`config.mk`:
```
export PLATFORM = sky130hd
export DESIGN_NAME = alu_issue_ctrl
export DESIGN_NICKNAME = d
export VERILOG_FILES = /design/src/rtl/alu_issue_ctrl.sv
export SDC_FILE = /design/constraint.sdc
export NUM_CORES = 1
export LEC_CHECK = 0
export CAP_MARGIN = 20
export CORE_ASPECT_RATIO = 0.8
export CORE_MARGIN = 3
export CORE_UTILIZATION = 53
export DETAILED_ROUTE_END_ITERATION = 6
export GPL_ROUTABILITY_DRIVEN = 0
export PLACE_DENSITY = 0.89
export SLEW_MARGIN = 0
export SYNTH_ARGS = -nofsm -noshare
export SYNTH_HDL_FRONTEND = slang
export SYNTH_SLANG_ARGS = --single-unit
```
`constraint.sdc`:
```
create_clock -name clk -period 5.5 [get_ports clk]
set_input_delay 1.65 -clock clk [delete_from_list [all_inputs] [get_ports clk]]
set_output_delay 1.65 -clock clk [all_outputs]
set_load 0.005 [all_outputs]
```
`src/rtl/alu_issue_ctrl.sv`:
```
// Issue controller in front of the 8-bit ALU. It queues requests, issues one per cycle,
// owns the carry flag (interlocking carry consumers behind producers) and returns tagged results.
module alu_issue_ctrl #(
    parameter int DEPTH = 4,
    parameter int W     = 8
) (
    input  logic         clk,
    input  logic         rst_n,
    input  logic         req_valid,
    output logic         req_ready,
    input  logic [3:0]   req_op,
    input  logic [W-1:0] req_a,
    input  logic [W-1:0] req_b,
    output logic [3:0]   alu_s,
    output logic [W-1:0] alu_a,
    output logic [W-1:0] alu_b,
    output logic         alu_cin,
    input  logic [W-1:0] alu_f,
    input  logic         alu_cout,
    input  logic         flag_wr,
    input  logic         flag_val,
    output logic         res_valid,
    output logic [W-1:0] res_f,
    output logic [3:0]   res_op,
    output logic         res_carry,
    output logic         res_err,
    output logic         carry_flag,
    output logic         busy
);
    localparam int AW = (DEPTH > 1) ? $clog2(DEPTH) : 1;
    localparam int CW = $clog2(DEPTH) + 1;
    localparam int EW = 4 + 2 * W;

    function automatic logic is_producer(input logic [3:0] op);
        is_producer = (op >= 4'd1) && (op <= 4'd4);
    endfunction

    function automatic logic is_consumer(input logic [3:0] op);
        is_consumer = (op == 4'd3) || (op == 4'd12) || (op == 4'd13);
    endfunction

    function automatic logic is_err(input logic [3:0] op);
        is_err = (op >= 4'd14);
    endfunction

    logic [EW-1:0] fifo_mem_r [DEPTH];
    logic [AW-1:0] wr_ptr_r;
    logic [AW-1:0] rd_ptr_r;
    logic [CW-1:0] count_r;
    logic          i_valid_r;
    logic          x_valid_r;
    logic [3:0]    alu_s_r;
    logic [3:0]    x_op_r;
    logic [W-1:0]  alu_a_r;
    logic [W-1:0]  alu_b_r;
    logic          res_valid_r;
    logic [W-1:0]  res_f_r;
    logic [3:0]    res_op_r;
    logic          res_carry_r;
    logic          res_err_r;
    logic          carry_flag_r;

    logic [EW-1:0] head_s;
    logic [3:0]    head_op_s;
    logic          not_full_s;
    logic          not_empty_s;
    logic          hazard_s;
    logic          push_s;
    logic          pop_s;

    // Head decode, carry interlock and push/pop decisions
    always_comb begin
        head_s      = fifo_mem_r[rd_ptr_r];
        head_op_s   = head_s[EW-1 -: 4];
        not_full_s  = (count_r != CW'(DEPTH));
        not_empty_s = (count_r != {CW{1'b0}});
        // A consumer must see the flag after every older producer has reached capture.
        hazard_s    = is_consumer(head_op_s) &&
                      ((i_valid_r && is_producer(alu_s_r)) ||
                       (x_valid_r && is_producer(x_op_r)));
        push_s      = req_valid && not_full_s;
        pop_s       = not_empty_s && !hazard_s;
    end

    // FIFO storage; contents need no reset since count gates every read
    always_ff @(posedge clk) begin
        if (push_s) begin
            fifo_mem_r[wr_ptr_r] <= {req_op, req_a, req_b};
        end
    end

    // FIFO pointers and occupancy
    always_ff @(posedge clk or negedge rst_n) begin
        if (!rst_n) begin
            wr_ptr_r <= {AW{1'b0}};
            rd_ptr_r <= {AW{1'b0}};
            count_r  <= {CW{1'b0}};
        end else begin
            if (push_s) begin
                wr_ptr_r <= wr_ptr_r + AW'(1);
            end
            if (pop_s) begin
                rd_ptr_r <= rd_ptr_r + AW'(1);
            end
            case ({push_s, pop_s})
                2'b10:   count_r <= count_r + CW'(1);
                2'b01:   count_r <= count_r - CW'(1);
                default: count_r <= count_r;
            endcase
        end
    end

    // I and X stages; a bubble keeps the last operands on the ALU inputs
    always_ff @(posedge clk or negedge rst_n) begin
        if (!rst_n) begin
            i_valid_r <= 1'b0;
            alu_s_r   <= 4'd0;
            alu_a_r   <= {W{1'b0}};
            alu_b_r   <= {W{1'b0}};
            x_valid_r <= 1'b0;
            x_op_r    <= 4'd0;
        end else begin
            i_valid_r <= pop_s;
            if (pop_s) begin
                alu_s_r <= head_op_s;
                alu_a_r <= head_s[2*W-1 -: W];
                alu_b_r <= head_s[W-1:0];
            end
            x_valid_r <= i_valid_r;
            x_op_r    <= alu_s_r;
        end
    end

    // C stage: result capture and carry-flag ownership (software write wins)
    always_ff @(posedge clk or negedge rst_n) begin
        if (!rst_n) begin
            res_valid_r  <= 1'b0;
            res_f_r      <= {W{1'b0}};
            res_op_r     <= 4'd0;
            res_carry_r  <= 1'b0;
            res_err_r    <= 1'b0;
            carry_flag_r <= 1'b0;
        end else begin
            res_valid_r <= x_valid_r;
            if (x_valid_r) begin
                res_op_r    <= x_op_r;
                res_err_r   <= is_err(x_op_r);
                res_f_r     <= is_err(x_op_r) ? {W{1'b0}} : alu_f;
                res_carry_r <= is_producer(x_op_r) ? alu_cout : carry_flag_r;
            end
            if (flag_wr) begin
                carry_flag_r <= flag_val;
            end else if (x_valid_r && is_producer(x_op_r)) begin
                carry_flag_r <= alu_cout;
            end
        end
    end

    assign req_ready  = not_full_s;
    assign alu_s      = alu_s_r;
    assign alu_a      = alu_a_r;
    assign alu_b      = alu_b_r;
    assign alu_cin    = carry_flag_r;
    assign res_valid  = res_valid_r;
    assign res_f      = res_f_r;
    assign res_op     = res_op_r;
    assign res_carry  = res_carry_r;
    assign res_err    = res_err_r;
    assign carry_flag = carry_flag_r;
    assign busy       = not_empty_s | i_valid_r | x_valid_r;

endmodule

```
-- Word level (Yosys, flattened, before mapping)
Memory sizes are Yosys's and may differ from the RTL's.
Cells that the tools add are included.
- output and inout port bits: 39
- memories kept: 1
- flip-flop bits (word level): 49
- bits in writable memories: 80
- word-level logic and storage cells: 54
- bits of input ports: 34
- add/subtract/negate cells: 4
- reduce and logical (&&, ||, !) cells: 14
- muxes and demuxes: 7
- equality and inequality tests: 6
- order comparisons: 5
- bitwise operators: 2
- memories (name ; depth ; width ; rd ports ; clocked after Yosys merged registers in ; write ports ; RTL line ; RTL):
    fifo_mem_r ; 4 ; 20 ; 1 ; 0 ; 1 ; 46 ; logic [EW-1:0] fifo_mem_r [DEPTH];
- operators with widths (cell ; count):
    4-bit equality test, second input constant ; 2
    4-bit by 1-bit greater-or-equal comparator with 1-bit output, second input constant ; 2
    4-bit by 3-bit less-or-equal comparator with 1-bit output, second input constant ; 2
    8-bit two-way mux ; 1
    1-bit logical AND ; 7
    3-bit case mux with 2 select lines ; 1
    1-bit two-way mux ; 5
    2-bit by 1-bit adder with 2-bit output, second input constant ; 2
    4-bit by 2-bit equality test with 1-bit output, second input constant ; 1
    4-bit greater-or-equal comparator, second input constant ; 1
    2-bit nonzero test ; 2
    3-bit by 1-bit adder with 3-bit output, second input constant ; 1
    1-bit logical OR ; 3
    3-bit inequality test, second input constant ; 1
    3-bit nonzero test ; 1
    3-bit by 1-bit subtractor with 3-bit output, second input constant ; 1
    2-bit by 1-bit equality test with 1-bit output, second input constant ; 1
    2-bit equality test, second input constant ; 1
    1-bit bitwise OR ; 2
    1-bit logical NOT ; 1

-- Longest topological paths before layout
Gate-level depths: netlist of run 1.
- depth in word-level cells: 9
- depth in mapped cells: 13

-- Least setup slack after synthesis of run 1
OpenSTA, ideal clock, no wires.
- path kind: reg2reg
- start: reg rd_ptr_r[0]
- end: reg count_r[2]
- stages on the path, launching flop included: 14
- slack: 2.553 ns
- data required time: 5.421 ns
- arrival time: 2.868 ns
- cells stage by stage: dfrtp_1 > buf_6 > mux4_2 > and4bb_1 > a31oi_2 > o21ai_4 > inv_6 > buf_12 > ha_1 > inv_1 > fa_1 > xor2_1 > nor2_1 > xor2_1
- cells in the longest elaborated chain, start to end: 9
- RTL lines (item ; RTL line ; RTL):
    start: declaration ; 48 ; logic [AW-1:0] rd_ptr_r;
    start signal: assignment ; 96 ; rd_ptr_r <= {AW{1'b0}};
    start signal: assignment ; 103 ; rd_ptr_r <= rd_ptr_r + AW'(1);
    memory read 4 x 20 bit * ; n/a ;
    4-bit by 2-bit equality test with 1-bit output / 4-bit equality test (equally long branches) ; 39 ; is_consumer = (op == 4'd3) || (op == 4'd12) || (op == 4'd13);
    1-bit logical OR ; 39 ;
    1-bit logical OR * ; 39 ;
    1-bit logical AND * ; 78 ; hazard_s = is_consumer(head_op_s) &&
    1-bit logical NOT * ; 82 ; pop_s = not_empty_s && !hazard_s;
    1-bit logical AND * ; 82 ;
    net pop_s ; 69 ; logic pop_s;
    2-bit by 1-bit equality test with 1-bit output / 2-bit equality test (equally long branches) ; 105 ; case ({push_s, pop_s})
    3-bit case mux with 2 select lines / 2-bit nonzero test (equally long branches) ; n/a ;
    end signal: assignment ; 106 ; 2'b10: count_r <= count_r + CW'(1);
    end signal: assignment ; 107 ; 2'b01: count_r <= count_r - CW'(1);
    end signal: assignment ; 108 ; default: count_r <= count_r;
    end: declaration ; 49 ; logic [CW-1:0] count_r;
Mark *: on every way through the listed nets, which the timed path passes. The rest lies on a longest branch.
A chain may end at the register's enable or synchronous reset.

-- Final worst setup path of run 1
- start: reg count_r[0]
- end: out busy
- cells in the longest elaborated chain, start to end: 3
- RTL lines (item ; RTL line ; RTL):
    start signal: assignment ; 97 ; count_r <= {CW{1'b0}};
    start signal: assignment ; 106 ;
    start signal: assignment ; 107 ;
    3-bit nonzero test ; 76 ; not_empty_s = (count_r != {CW{1'b0}});
    1-bit bitwise OR (2 in series) ; 170 ; assign busy = not_empty_s | i_valid_r | x_valid_r;
    end: declaration ; 28 ; output logic busy
No other way between the ends.

==> results of run 1 <==
==> layout make-up <==
type | instances | area (um2)
inverters | 10 | 42.5
multi-input cells | 99 | 1190
flip-flops and latches | 129 | 3630
fillers | 535 | 2400
clock inverters | 13 | 160
repair buffers | 74 | 743
well taps | 112 | 140
clock buffers | 19 | 443
==> per-layer routing <==
layer / part of all wire, % / vias to the layer above / track usage [%]
met4: 0.85 / 0 / 7.71
met5: 0 / - / 0
met2: 48 / 92 / 30.0
li1: - / 1137 / -
met3: 6.2 / 6 / 6.93
met1: 44 / 1305 / 25.8
==> sequential cells by signal, summed over array words and instances, names as in the netlist, 3 cells and up <==
| register | count |
|---|---|
| alu_a | 8 |
| alu_b | 8 |
| alu_s | 4 |
| count_r | 3 |
| fifo_mem_r | 80 |
| res_f | 8 |
| res_op | 4 |
| x_op_r | 4 |
==> through the flow <==
stage | setup slack, ns | hold WS [ns] | std cells | utilization, % | instance area, um2
floorplan | 2.55 | 0.349 | 245 | - | 4920
global placement | 2.07 | 0.407 | 423 | 65.5 | 5730
detailed placement | 1.94 | 0.407 | 423 | 65.5 | 5730
CTS | 1.74 | 0.425 | 455 | 72.4 | 6330
global route | 1.67 | 0.441 | 456 | 72.6 | 6350
finish | 1.76 | 0.427 | 456 | 72.6 | 6350
==> power breakdown <==
part	switching (W)	total (W)	internal, W
Clock	0.000401	0.00113	0.000724
Combinational	0.000520	0.00125	0.000725
Sequential	0.000201	0.00155	0.00135
Total	0.00112	0.00392	0.00280
==> cells by family after synthesis <==
kind of cell,Yosys count,synth area share (%)
flip-flops,129,73.8
AND/OR/NAND/NOR,21,2.42
XOR/XNOR,7,1.25
multiplexers,45,15.5
buffers and inverters,17,2.01
AO/OA/AOI/OAI,20,3.41
adder cells (fa/ha/maj),6,1.68
==> how the worst max path moves through the flow <==
stage                      from         end  slack (ns)
global route        rd_ptr_r[0]  count_r[2]        1.67
finish               count_r[0]        busy        1.76
floorplan           rd_ptr_r[0]  count_r[2]        2.55
CTS                  count_r[0]        busy        1.74
detailed placement  rd_ptr_r[0]  count_r[2]        1.94
global placement    rd_ptr_r[0]  count_r[2]        2.07
==> cells in the final DEF, fill, tap and decap left out, types with 2 or more instances in the layout <==
cell             Yosys  final
and3_1               4      4
clkbuf_16            0     17
mux2i_1              3      3
clkdlybuf4s50_1      0     71
clkinv_4             0      3
mux4_2              20     20
mux2_2               4      4
dfrtp_1             49     49
xor2_1               2      2
inv_6                1      3
a31oi_1              2      2
mux2_4               9      9
o21ai_0              2      2
bufinv_16            0      3
nand2_1              2      2
clkinv_2             0      3
nor2_1               5      5
a32o_1               2      2
a22o_1               8      8
nand3_1              3      3
mux2_1               9      9
edfxtp_1            80     80
or3_1                2      2
ha_1                 5      5
xnor2_1              5      5
inv_1                8      8
==> impl_results.md, run 1 <==
- Global-route wire length before repair: 14900 um
- GRT Residual Overflow: 0
- CP Buf/Inv Count: 1
- Vias after detailed routing: 2540
- Predominant post-synthesis flop cell: edfxtp_1
- Leak: 2.40 nW
- Slew HR: 27.5%
- Drt pass-1 iters: 4
- Worst-Skew Late Latency: 0.41 ns
- Antenna violations before repair: 0
- PostCTS Resize Cnt: 0
- Unrepaired setup endpoints after global routing: no
- Data required, critical path: 3.85 ns
- Dpl hpwl: 5620 um
- Final Cycle Share: 68.0%
- Synth warnings: 0
- Die Width: 114 um
- Core area: 0.00875 mm2
- # hold bufs at CTS: 0
- Power, Total: 0.00392 W
- Post-synth ARST share: 38.0%
- Status: completed
- Crit-path max FO: 5
- Nets: 371
- H-tree depth: 4
- Post-synth net total: 285
- Crit-path cells: or3_1, or3_1, clkdlybuf4s50_1
- Worst Hold Path EP: x_valid_r
- Largest net degree at the start of global routing: 50
- FP Rows: 30
- Fin. max-slew vios: 0
- Worst r2r path cells: 11
- Syn avg cell area: 20.1 um2
- Max-cap violations: 0
- Most common cell in the netlist: edfxtp_1
- Postcts setup bufs: 0
- Syn Inst Count: 245
- Worst-Margin Slew: 1.09 ns
- CTS max path bufs: 2
- Min Tclk post-route: 3.74 ns
- Worst r2r src: rd_ptr_r[0]
- Final setup viols: 0
- Max Clock Skew: 0.00749 ns
- Post-synth EDFFs: 80
- Power per cell area: 618 mW/mm2
- Synth top area cells: edfxtp_1, dfrtp_1, mux4_2
- All-layer global routing usage: 19.5%
- Number of unique standard cell types used by synthesis: 39
- Peak VDD IR: 0.405 mV
- Io pins: 73
- Most frequent CP cell: or3_1
- Antenna Cells: 0
- Seq/Total Area, Yosys: 73.8%
- Setup crit end kind: primary output
- CP max-delay cell: or3_1
- TritonCTS clock tree: built
- Cell family with the largest share of critical-path delay: simple AND/OR/NAND/NOR gates
- 1st-iter DRT viols: 149
- Flop2flop setup slack: 1.90 ns
- Post-synth top cells: edfxtp_1, dfrtp_1, mux4_2
- Worst Hold Class: flop to flop
- CP Launch Type: flop
- TritonCTS buffer count: 17
- CP max stage delay: 0.48 ns
- Top-area cell type share of the netlist area: 48.8%
- Crit path DAT: 2.09 ns
- Hold Violations, Final: 0
- Initial Utilization: 56.3%
- DRT Wirelength: 9290 um
- Vias in the first global route: 2725
- Number of vias per cell: 5.57
- DIE HEIGHT: 92.2 um
- Setup Crit Path Kind: flop to primary output
- Clock slew at reported path FFs: 0.06 ns
- Fraction of layout cells with a size suffix above 1: 20.6%
- Average wire per standard cell: 20.4 um
- Number of synthesized register bits: 129
- Hold path depth: 0
- Antenna-violating nets left: 0
- FMAX: 267 MHz
- Area leader, netlist: edfxtp_1
- Port bufs: 72
- Worst path depth: 3
- DRC errors left: 0
- Clock tree sinks: 129
- Hold Path Origin: i_valid_r
- Setup TNS: 0 ns
- Die ar.: 0.0105 mm2
- Synth Cell Area: 0.00492 mm2
- Synthesis-to-finish area growth: 29.1%
- R2R Path End: count_r[2]
- CTS Root Cell: clkbuf_16
(Power assumes the default switching activity.)
==> inputs of run 2 (changes only) <==
- clock period: 5.5 -> 3.75 ns (I/O delays scaled with it)
==> impl_results.md, run 2 (synthesis results as in run 1) <==
- Status: completed
- Crit path DAT: 2.08 ns
- Max Clock Skew: 0.00830 ns
- Min Tclk post-route: 3.21 ns
- Final setup viols: 0
- Post-route insts no fill: 463
- Average wire per standard cell: 19.3 um
- Antenna-violating nets left: 0
- Fillers: 537
- Global-route wire length before repair: 14300 um
- Final Cycle Share: 85.5%
- Hold Path Origin: alu_s[3]
- Max-cap violations: 0
- Hold Violations, Final: 0
- Nets: 378
- CTS Root Cell: clkbuf_16
- Antenna Cells: 0
- Die ar.: 0.0105 mm2
- Crit-path max FO: 5
- Data required, critical path: 2.62 ns
- Final WS setup: 0.544 ns
- Fin. max-slew vios: 0
- Number of vias per cell: 5.53
- Clock slew at reported path FFs: 0.05 ns
- Leak: 2.41 nW
- Post-Place Worst Slack: 0.626 ns
- Core area: 0.00875 mm2
- Max reg flops: 80
- DIE HEIGHT: 92.2 um
- 1st-iter DRT viols: 138
- TritonCTS clock tree: built
- Hold path depth: 0
- Worst r2r path cells: 11
- CP max stage delay: 0.48 ns
- Antenna violations before repair: 0
- DP Cell Count: 431
- Post-layout util: 72.5%
- Setup crit start: count_r[0]
- DRC errors left: 0
- Vias after detailed routing: 2562
- Port bufs: 72
- FMAX: 312 MHz
- Synthesis-to-finish area growth: 28.9%
- Initial Utilization: 56.3%
- Worst Hold Class: flop to flop
- Setup crit end kind: primary output
- Unrepaired setup endpoints after global routing: no
- Worst-Skew Late Latency: 0.41 ns
- Setup Crit Path Kind: flop to primary output
- Most frequent CP cell: or3_1
- Commonest non-fill, non-tap cell in the layout: edfxtp_1
- Power, Total: 0.00561 W
- Worst-Margin Slew: 0.774 ns
- Fraction of layout cells with a size suffix above 1: 21.9%
- H-tree depth: 4
- DRT Wirelength: 8940 um
- Postcts setup bufs: 0
- # hold bufs at CTS: 0
- Biggest register: fifo_mem_r
- Most frequent cells in the layout: edfxtp_1, clkdlybuf4s50_1, dfrtp_1, mux4_2, clkbuf_16
- Dpl hpwl: 5840 um
- CTS max path bufs: 2
- Largest net degree at the start of global routing: 34
- Die Width: 114 um
- Power per cell area: 884 mW/mm2
- CP Launch Type: flop
- Setup TNS: 0 ns
- Drt pass-1 iters: 4
- Slew HR: 48.4%
- Clock tree sinks: 129
- Peak VDD IR: 0.581 mV
- TritonCTS buffer count: 17
- Worst r2r src: rd_ptr_r[0]
- FP Rows: 30
- Crit-path cells: or3_1, or3_1, clkdlybuf4s50_1
- GRT Residual Overflow: 0
- PostCTS Resize Cnt: 0
- All-layer global routing usage: 18.7%
- CP max-delay cell: clkdlybuf4s50_1
- Vias in the first global route: 2713
- Io pins: 73
[run 2: final timing paths]
check	to	slack, ns
hold / removal	x_op_r[3]	0.43
hold reg to reg	x_op_r[3]	0.43
min in group asynchronous	alu_b[3]	0.80
setup / recovery	busy	0.54
max in group asynchronous	res_f[2]	2.24
setup reg to reg	count_r[2]	0.60
[run 2: layout make-up]
class,count,area (um2),area share (%)
Multi-Input combinational cell,99,1190,18.8
Tap cell,112,140,2.21
Clock inverter,7,51.3,0.809
Clock buffer,25,505,7.97
Inverter,10,42.5,0.671
Timing Repair Buffer,81,783,12.3
Sequential cell,129,3630,57.2
[run 2: where the power goes]
group / switching (W) / internal [W] / leakage [nW]
logic: 0.000785 / 0.00109 / 0.833
registers: 0.000253 / 0.00198 / 1.31
clock network: 0.000562 / 0.000933 / 0.270
[run 2: worst max-delay path, delay by kind of cell (launching register included)]
| kind | cells | cell delay (ns) |
|---|---|---|
| simple gates | 2 | 0.80 |
| buf+inv | 1 | 0.48 |
| flops | 1 | 0.40 |
[run 2: metal layers]
layer | up-vias | share of wire (%) | global-route usage, %
met5 | - | 0 | 0
met4 | 0 | 1.5 | 7.21
met3 | 15 | 8.1 | 7.12
met2 | 98 | 49 | 30.0
met1 | 1298 | 41 | 23.2
li1 | 1151 | - | -
[run 2: through the flow]
step	hold WS [ns]	instance area [um2]
after CTS	0.432	6340
final	0.426	6340
after global placement	0.407	5790
after floorplan	0.349	4920
after detailed placement	0.417	5790
after global routing	0.446	6340
